### config.mk
export PLATFORM = sky130hd
export DESIGN_NAME = if_stage_flat
export DESIGN_NICKNAME = d
export VERILOG_FILES = /design/src/rtl/if_stage_if.sv /design/src/rtl/if_stage.sv /design/src/flat_wrapper.sv
export SDC_FILE = /design/constraint.sdc
export NUM_CORES = 1
export LEC_CHECK = 0
export CAP_MARGIN = 0
export CORE_UTILIZATION = 40
export DETAILED_ROUTE_END_ITERATION = 7
export DONT_BUFFER_PORTS = 1
export GPL_TIMING_DRIVEN = 1
export PLACE_DENSITY = 0.58
export SLEW_MARGIN = 30
export SYNTH_ARGS = -nofsm -noshare
export SYNTH_HDL_FRONTEND = slang
export SYNTH_SLANG_ARGS = --single-unit
### constraint.sdc
create_clock -name clk -period 11.6 [get_ports clk]
set_input_delay 2.32 -clock clk [delete_from_list [all_inputs] [get_ports clk]]
set_output_delay 2.32 -clock clk [all_outputs]
set_load 0.02 [all_outputs]
### src/rtl/if_stage_if.sv
// Fetch-stage bundle: instruction SRAM request/response, decode handshake,
// redirect, and the registered IF/ID word handed to decode.
interface if_stage_if;
    logic        ID_allowin;
    logic        flush;
    logic [31:0] pc_real;
    logic        inst_sram_en;
    logic [3:0]  inst_sram_we;
    logic [31:0] inst_sram_addr;
    logic [31:0] inst_sram_wdata;
    logic [31:0] inst_sram_rdata;
    logic [64:0] IF_to_ID_zip;

    // Fetch stage side
    modport master (
        input  ID_allowin,
        input  flush,
        input  pc_real,
        input  inst_sram_rdata,
        output inst_sram_en,
        output inst_sram_we,
        output inst_sram_addr,
        output inst_sram_wdata,
        output IF_to_ID_zip
    );

    // Decode / memory side
    modport slave (
        output ID_allowin,
        output flush,
        output pc_real,
        output inst_sram_rdata,
        input  inst_sram_en,
        input  inst_sram_we,
        input  inst_sram_addr,
        input  inst_sram_wdata,
        input  IF_to_ID_zip
    );
endinterface

### src/rtl/if_stage.sv
// Instruction fetch stage: issues nextpc to the instruction SRAM, holds the
// returned word across decode stalls, predicts b/bl always taken and
// conditional branches backward-taken/forward-not-taken, and accepts
// decode redirects with priority over everything else.
module if_stage (
    input  logic        clk,
    input  logic        rst,
    if_stage_if.master  bus
);

    localparam logic [31:0] RESET_PC = 32'h1BFF_FFFC;

    logic        fs_valid;
    logic [31:0] fs_pc;
    logic        buf_valid;
    logic [31:0] inst_buf;

    logic [31:0]        fs_inst;
    logic               fs_allowin;
    logic [5:0]         op;
    logic               is_b;
    logic               is_bl;
    logic               is_cond;
    logic               predict;
    logic signed [31:0] offs_long;
    logic signed [31:0] offs_cond;
    logic [31:0]        pred_target;
    logic [31:0]        nextpc;

    // The SRAM word is only valid for one cycle, so a stalled word is read from the buffer.
    assign fs_inst    = buf_valid ? inst_buf : bus.inst_sram_rdata;
    assign fs_allowin = ~fs_valid | bus.ID_allowin;

    // Branch decode, static prediction and next fetch address
    always_comb begin
        op          = fs_inst[31:26];
        is_b        = (op == 6'h14);
        is_bl       = (op == 6'h15);
        is_cond     = (op >= 6'h16) && (op <= 6'h1b);
        // Conditional offset sign bit doubles as the backward-taken hint; jirl is never predicted.
        predict     = fs_valid & (is_b | is_bl | (is_cond & fs_inst[25]));
        offs_long   = {{4{fs_inst[9]}}, fs_inst[9:0], fs_inst[25:10], 2'b00};
        offs_cond   = {{14{fs_inst[25]}}, fs_inst[25:10], 2'b00};
        pred_target = fs_pc + ((is_b | is_bl) ? $unsigned(offs_long) : $unsigned(offs_cond));
        if (bus.flush) begin
            nextpc = bus.pc_real;
        end else if (predict) begin
            nextpc = pred_target;
        end else begin
            nextpc = fs_pc + 32'd4;
        end
    end

    assign bus.inst_sram_en    = ~rst & (fs_allowin | bus.flush);
    assign bus.inst_sram_addr  = nextpc;
    assign bus.inst_sram_we    = 4'b0;
    assign bus.inst_sram_wdata = 32'b0;

    // Fetch PC/valid: redirect wins, otherwise advance whenever the stage can accept
    always_ff @(posedge clk) begin
        if (rst) begin
            fs_valid <= 1'b0;
            fs_pc    <= RESET_PC;
        end else if (bus.flush) begin
            fs_valid <= 1'b1;
            fs_pc    <= bus.pc_real;
        end else if (fs_allowin) begin
            fs_valid <= 1'b1;
            fs_pc    <= nextpc;
        end
    end

    // Stall buffer: capture the SRAM word on the first stalled cycle only
    always_ff @(posedge clk) begin
        if (rst) begin
            buf_valid <= 1'b0;
            inst_buf  <= 32'b0;
        end else if (bus.flush || fs_allowin) begin
            buf_valid <= 1'b0;
        end else if (fs_valid && !buf_valid) begin
            buf_valid <= 1'b1;
            inst_buf  <= bus.inst_sram_rdata;
        end
    end

    // IF/ID register: load a word or a bubble when decode accepts, hold otherwise
    always_ff @(posedge clk) begin
        if (rst) begin
            bus.IF_to_ID_zip <= 65'b0;
        end else if (bus.ID_allowin) begin
            if (fs_valid && !bus.flush) begin
                bus.IF_to_ID_zip <= {predict, fs_inst, fs_pc};
            end else begin
                bus.IF_to_ID_zip <= 65'b0;
            end
        end
    end

endmodule

### src/flat_wrapper.sv
// flat-port wrapper written by rule: the top's interface ports become plain ports
module if_stage_flat 
  (clk, rst, bus_ID_allowin, bus_flush, bus_pc_real, bus_inst_sram_rdata, bus_inst_sram_en, bus_inst_sram_we, bus_inst_sram_addr, bus_inst_sram_wdata, bus_IF_to_ID_zip);
  if_stage_if bus_i ();
  input  logic clk;
  input  logic rst;
  input wire logic [$bits(bus_i.ID_allowin)-1:0] bus_ID_allowin;
  input wire logic [$bits(bus_i.flush)-1:0] bus_flush;
  input wire logic [$bits(bus_i.pc_real)-1:0] bus_pc_real;
  input wire logic [$bits(bus_i.inst_sram_rdata)-1:0] bus_inst_sram_rdata;
  output wire logic [$bits(bus_i.inst_sram_en)-1:0] bus_inst_sram_en;
  output wire logic [$bits(bus_i.inst_sram_we)-1:0] bus_inst_sram_we;
  output wire logic [$bits(bus_i.inst_sram_addr)-1:0] bus_inst_sram_addr;
  output wire logic [$bits(bus_i.inst_sram_wdata)-1:0] bus_inst_sram_wdata;
  output wire logic [$bits(bus_i.IF_to_ID_zip)-1:0] bus_IF_to_ID_zip;
  assign bus_i.ID_allowin = bus_ID_allowin;
  assign bus_i.flush = bus_flush;
  assign bus_i.pc_real = bus_pc_real;
  assign bus_i.inst_sram_rdata = bus_inst_sram_rdata;
  assign bus_inst_sram_en = bus_i.inst_sram_en;
  assign bus_inst_sram_we = bus_i.inst_sram_we;
  assign bus_inst_sram_addr = bus_i.inst_sram_addr;
  assign bus_inst_sram_wdata = bus_i.inst_sram_wdata;
  assign bus_IF_to_ID_zip = bus_i.IF_to_ID_zip;
  if_stage u_core (.clk(clk), .rst(rst), .bus(bus_i));
endmodule
==> flow_summary.json, run 1 <==
{
  "status": "finished, final reports clean",
  "grt_max_degree": 107,
  "crit_arrival_ns": 6.56,
  "period_minus_slack_ns": 8.88,
  "worstRegToRegCells": 15,
  "die_h_um": 137,
  "powerDensity_nw_per_um2": 164,
  "netlist_area_sq_um": 7290,
  "clk_path_buf_depth": 2,
  "fillers": 1820,
  "ir_drop_v": 0.000106,
  "grt_pass1_wl_mm": 32.7,
  "h-tree-depth": 4,
  "cp-start-kind": "input port",
  "cts_tree": "built",
  "avgViaCountPerCell": 5.67,
  "total_power_mw": 1.30,
  "cts_resized": 0,
  "worstSetupPathType": "input port to output pin",
  "cpMaxStageDelayCell": "o21ai_0",
  "finalHoldViolCount": 0,
  "max-cap-violations": 0,
  "worstPathRequired_ns": 9.28,
  "syn-instance-count": 909,
  "grt_usage": 0.233,
  "syn_to_final_growth_pct": 8.13,
  "clockRootBuffer": "clkbuf_16",
  "dr.pass1.iters": 6,
  "ios": 202,
  "yosys_register_bits": 131,
  "endpoint_kind": "output pin",
  "fp-row-count": 49,
  "gp_congestion": 0.895,
  "drc": 0,
  "setup_tns_ns": 0,
  "grt_pass1_vias": 5677,
  "drive_above_1_share": 0.0801,
  "p_leak_nw": 3.10,
  "slew_headroom": 0.376,
  "clkLatencyLatePin_ns": 0.43,
  "rsz0062_at_grt": "no",
  "vias": 6318,
  "post-cts-setup-buffer-count": 0,
  "placed_cells": 1083,
  "core_area_sq_um": 17900,
  "die_x_um": 137,
  "post-route-util": 0.441,
  "num_antenna_cells": 0,
  "yosys_warnings": 0,
  "finClkSkew_ns": 0.0142,
  "place_area_sq_um": 7260,
  "ys_types": 67,
  "crit_chain": "nor3b_1 > nor2_1 > o41ai_2 > nand2_1 > buf_4 > or2_2 > ha_1 > fa_1 > a21o_1 > a221o_1 > a21oi_1 > o211ai_1 > a31oi_1 > xor2_1 > o21ai_0",
  "fin_cells": 1115,
  "critical_path.endpoint": "bus_inst_sram_addr[24]",
  "wl_per_cell_um": 19.5,
  "io_buffers": 0,
  "synthArstFlopShare": 0,
  "fin_nets": 971,
  "avgSynthCellArea_sq_um": 8.02,
  "clk_pin_slew_ns": 0.07,
  "cts.sinks": 131,
  "slew_violations": 0,
  "overflow": 0,
  "cp-startpoint": "bus_inst_sram_rdata[31]",
  "finalInstanceArea_sq_um": 7890,
  "ctsHoldBuffers": 0,
  "yosysSeqAreaShare": 0.360,
  "numCtsBuffers": 17,
  "reg2reg_to": "u_core.fs_pc[28]",
  "wl_mm": 21.7,
  "start_util": 0.407,
  "antenna_found_initial": 0,
  "synth_enable_flop_cells": 0,
  "cp_max_fo": 24,
  "worst_slew_pin_slew_ns": 0.935,
  "dieArea_sq_um": 18800,
  "place_hpwl_mm": 15.1,
  "r2r_start": "u_core.buf_valid",
  "fmax_mhz": 113,
  "synth_flop_cell": "dfxtp_1",
  "worstHoldPathType": "flop to flop",
  "first_iter_violations": 504,
  "cpPeakStageDelay_ns": 0.53,
  "min_period_over_period": 0.765,
  "finalSetupViolations": 0,
  "reg2reg_slack_ns": 6.29,
  "detail-route-antenna-nets": 0
}
[flip-flops by register name, indices dropped and copies added (netlist names)]
signal                   flops
u_core.bus.IF_to_ID_zip     65
u_core.buf_valid             1
u_core.fs_pc                32
u_core.inst_buf             32
u_core.fs_valid              1
[cell usage after synthesis (all sizes together) (3+ instances only)]
cell type | number | area (sq um)
inv | 11 | 41.3
a22oi | 48 | 360
a211oi | 3 | 35.0
nor3 | 7 | 35.0
mux2 | 14 | 165
dfxtp | 131 | 2620
nand2b | 4 | 27.5
o21bai | 4 | 30.0
or4 | 3 | 22.5
a2bb2oi | 25 | 219
o21ai | 54 | 270
a21oi | 82 | 410
a31o | 3 | 26.3
nand2 | 125 | 469
a221oi | 3 | 26.3
xnor2 | 13 | 121
a21o | 8 | 60.1
a21bo | 3 | 30.0
o211ai | 6 | 45.0
clkbuf | 56 | 210
and3 | 7 | 48.8
mux2i | 29 | 290
nand3 | 7 | 35.0
ha | 29 | 363
o22a | 4 | 35.0
xor2 | 10 | 87.6
or3 | 4 | 25.0
buf | 41 | 300
o22ai | 5 | 31.3
nor2 | 125 | 469
nand4 | 4 | 25.0
[power breakdown]
group	switching (mW)	leakage, nW	total, mW	internal, mW
Combinational	0.149	1.73	0.224	0.0753
Clock	0.228	0.299	0.572	0.344
Sequential	0.0275	1.07	0.500	0.472
[kinds of logic after synthesis]
| logic type | Yosys count | synth area share |
|---|---|---|
| and+or+nand+nor | 299 | 0.173 |
| xor gates and xnor gates | 23 | 0.0286 |
| buffers and inverters | 108 | 0.0757 |
| muxes | 43 | 0.0624 |
| adders and majority gates | 30 | 0.0525 |
| DFF | 131 | 0.360 |
| AOI/OAI and AO/OA | 274 | 0.248 |
| other | 1 | 0.000514 |
[worst max-delay path: cells and delay by family]
family	cells	cell delay, ns
and+or+nand+nor	4	0.78
AOI/OAI and AO/OA	7	2.47
adders and majority gates	2	0.62
xor gates and xnor gates	1	0.13
buffers and inverters	1	0.22
[cells in the final DEF (no fill, tap or decap), drive strengths merged, types with 4 or more instances in the layout]
| master | count |
|---|---|
| ha | 29 |
| o21bai | 4 |
| o22ai | 5 |
| clkbuf | 17 |
| o22a | 4 |
| a21oi | 82 |
| o211ai | 6 |
| a22oi | 48 |
| inv | 17 |
| nand4 | 4 |
| or3 | 4 |
| nand2b | 4 |
| nor3 | 7 |
| nor2 | 125 |
| xor2 | 10 |
| a21o | 8 |
| a2bb2oi | 25 |
| mux2 | 14 |
| nand2 | 125 |
| o21ai | 54 |
| clkinv | 4 |
| buf | 7 |
| xnor2 | 13 |
| and3 | 7 |
| mux2i | 29 |
| conb | 36 |
| dfxtp | 131 |
| nand3 | 7 |
[final cells by class]
type                            instances  area [sq um]  share of cell area
Timing Repair Buffer                    7          52.6             0.00666
Clock inverter                         15           194              0.0246
Tap cell                              229           287              0.0363
Clock buffer                           17           425              0.0539
Sequential cell                       131          2620               0.333
Multi-Input combinational cell        705          4260               0.541
Inverter                               11          41.3             0.00524
[routing by layer]
metal | global-route usage | part of all wire | up-vias
met1 | 0.313 | 0.45 | 2983
met4 | 0.0824 | 0.017 | 0
li1 | - | - | 3089
met3 | 0.0652 | 0.077 | 21
met5 | 0 | 0 | -
met2 | 0.353 | 0.45 | 225
[worst min-delay path by stage]
stage                        startpoint             endpoint  slack (ns)  cells past startpoint
floorplan           u_core.inst_buf[10]  u_core.inst_buf[10]        0.43                      2
global placement    u_core.inst_buf[10]  u_core.inst_buf[10]        0.43                      2
detailed placement  u_core.inst_buf[10]  u_core.inst_buf[10]        0.44                      2
CTS                 u_core.inst_buf[26]  u_core.inst_buf[26]        0.45                      2
global route        u_core.inst_buf[13]  u_core.inst_buf[13]        0.47                      2
finish              u_core.inst_buf[14]  u_core.inst_buf[14]        0.45                      2
[metrics by stage]
| step | setup WS [ns] | hold WS [ns] |
|---|---|---|
| after floorplan | 3.36 | 0.433 |
| after global placement | 2.86 | 0.433 |
| after detailed placement | 2.79 | 0.441 |
| after CTS | 2.75 | 0.450 |
| after global routing | 2.48 | 0.469 |
| final | 2.72 | 0.450 |
(Power assumes the default switching activity.)
==> run 2, diff against run 1 <==
--- a/config.mk
+++ b/config.mk
@@ -10,7 +10,7 @@
 export DETAILED_ROUTE_END_ITERATION = 7
 export DONT_BUFFER_PORTS = 1
 export GPL_TIMING_DRIVEN = 1
-export PLACE_DENSITY = 0.58
+export PLACE_DENSITY = 0.6
 export SLEW_MARGIN = 30
 export SYNTH_ARGS = -nofsm -noshare
 export SYNTH_HDL_FRONTEND = slang
==> constraint.sdc (replaced) <==
create_clock -name clk -period 7.55 [get_ports clk]
set_input_delay 1.51 -clock clk [delete_from_list [all_inputs] [get_ports clk]]
set_output_delay 1.51 -clock clk [all_outputs]
set_load 0.02 [all_outputs]
==> run 2 against run 1 <==
  * Sequential cell count is the same
  * Setup slack worse by 2.1 ns
  * Clock skew fell by 0.0042 ns
  * Sequential power up 54%
  * Hold slack worse by 0.0015 ns
  * Combinational power grew 63%
  * Largest power group unchanged
==> flow_summary.json, run 2 (synthesis gave the netlist of run 1 again) <==
{
  "vias": 6465,
  "grt_pass1_wl_mm": 33.4,
  "grt_max_degree": 107,
  "cpMaxStageDelayCell": "o41ai_2",
  "overflow": 0,
  "cp_num_buf_inv": 1,
  "cp_num_cells": 14,
  "clk_path_buf_depth": 2,
  "dp_worst_setup_slack_ns": 0.621,
  "cpPeakStageDelay_ns": 0.56,
  "fin_cells": 1131,
  "setup_tns_ns": 0,
  "grt_usage": 0.236,
  "place_hpwl_mm": 15.4,
  "crit_chain": "mux2_4 > o41ai_2 > nand2_1 > or2_2 > ha_1 > fa_1 > a21o_1 > a221o_1 > a21oi_1 > o211ai_1 > a31oi_1 > xor2_1 > o21ai_0 > buf_4",
  "slew_headroom": 0.399,
  "avgViaCountPerCell": 5.72,
  "fmax_mhz": 145,
  "total_power_mw": 2.03,
  "cts_tree": "built",
  "final_cell_mix": "130 x dfxtp_1, 125 x nand2_1, 124 x nor2_1",
  "p_leak_nw": 3.19,
  "num_antenna_cells": 0,
  "powerDensity_nw_per_um2": 254,
  "ir_drop_v": 0.000187,
  "worst_slew_pin_slew_ns": 0.902,
  "core_area_sq_um": 17900,
  "drive_above_1_share": 0.0953,
  "fin_nets": 987,
  "crit_family": "compound AO/OA/AOI/OAI gates",
  "clkLatencyLatePin_ns": 0.43,
  "die_x_um": 137,
  "first_iter_violations": 519,
  "cts.sinks": 131,
  "endpoint_kind": "output pin",
  "period_minus_slack_ns": 6.90,
  "crit_arrival_ns": 5.39,
  "top_register": "u_core.bus.IF_to_ID_zip",
  "fp-row-count": 49,
  "finClkSkew_ns": 0.0100,
  "placed_cells": 1099,
  "fillers": 1782,
  "syn_to_final_growth_pct": 9.98,
  "dieArea_sq_um": 18800,
  "finalSetupViolations": 0,
  "min_period_over_period": 0.913,
  "slew_violations": 0,
  "worstSetupPathType": "input port to output pin",
  "status": "finished, final reports clean",
  "largest_reg_flops": 65,
  "antenna_found_initial": 0,
  "seqCellArea_sq_um": 2620,
  "multi_input_area_sq_um": 4260,
  "post-cts-setup-buffer-count": 0,
  "numCtsBuffers": 17,
  "worstRegToRegCells": 13,
  "cts_resized": 0,
  "dr.pass1.iters": 5,
  "clk_pin_slew_ns": 0.06,
  "start_util": 0.407,
  "h-tree-depth": 4,
  "cp_max_fo": 4,
  "top_regs": "u_core.bus.IF_to_ID_zip x65, u_core.fs_pc x32, u_core.inst_buf x32",
  "hold_ws_ns": 0.449,
  "ctsHoldBuffers": 0,
  "final_common_cell": "dfxtp_1",
  "setup_ws_ns": 0.654,
  "grt_pass1_vias": 5878,
  "hold_depth": 2,
  "max-cap-violations": 0,
  "gp_congestion": 0.917,
  "worstHoldPathType": "flop to flop",
  "ios": 202,
  "wl_mm": 22.0,
  "die_h_um": 137,
  "clockRootBuffer": "clkbuf_16",
  "worstPathRequired_ns": 6.04,
  "detail-route-antenna-nets": 0,
  "wl_per_cell_um": 19.5,
  "finalHoldViolCount": 0,
  "cp-start-kind": "input port",
  "io_buffers": 0,
  "rsz0062_at_grt": "no",
  "drc": 0
}
[run 2: changes by cell type in the layout (fill, tap and decap cells not counted), sizes merged]
| cell | before | now |
|---|---|---|
| buf | 7 | 23 |
| clkbuf | 17 | 22 |
| clkinv | 4 | 3 |
| inv | 17 | 13 |
[run 2: power breakdown]
part           switching, mW  internal, mW  total, mW
clock network          0.333         0.566      0.900
registers             0.0432         0.725      0.769
logic                  0.235         0.130      0.365
[run 2: worst paths after layout]
kind / start / slack (ns) / to
max: bus_inst_sram_rdata[29] / 0.65 / bus_inst_sram_addr[24]
min: u_core.inst_buf[16] / 0.45 / u_core.inst_buf[16]
max reg2reg: u_core.buf_valid / 2.81 / u_core.fs_pc[12]
min reg2reg: u_core.inst_buf[16] / 0.45 / u_core.inst_buf[16]
[run 2: worst reg2reg max path, delay by kind of cell (launching register included)]
| family | cells | cell delay [ns] |
|---|---|---|
| mux | 1 | 0.40 |
| flops | 1 | 0.65 |
| xor+xnor | 1 | 0.18 |
| compound gates | 6 | 2.27 |
| fa+ha+maj | 2 | 0.61 |
| simple gates | 3 | 0.58 |
[run 2: per-stage QoR]
stage	utilization	instance area [sq um]
after floorplan	-	7420
after global placement	0.412	7380
after detailed placement	0.412	7380
after CTS	0.448	8020
after global routing	0.448	8020
final	0.448	8020
[run 2: cell type report]
class                   instances  share of cell area
inverters                      11             0.00515
flip-flops and latches        131               0.327
well taps                     229              0.0357
clock inverters                10              0.0181
repair buffers                 23              0.0215
multi-input cells             705               0.531
clock buffers                  22              0.0616
[run 2: routing by layer]
metal | wire [um] | track usage
met1 | 9720 | 0.307
met2 | 9830 | 0.361
met3 | 2040 | 0.0770
met4 | 460 | 0.0830
met5 | 0 | 0
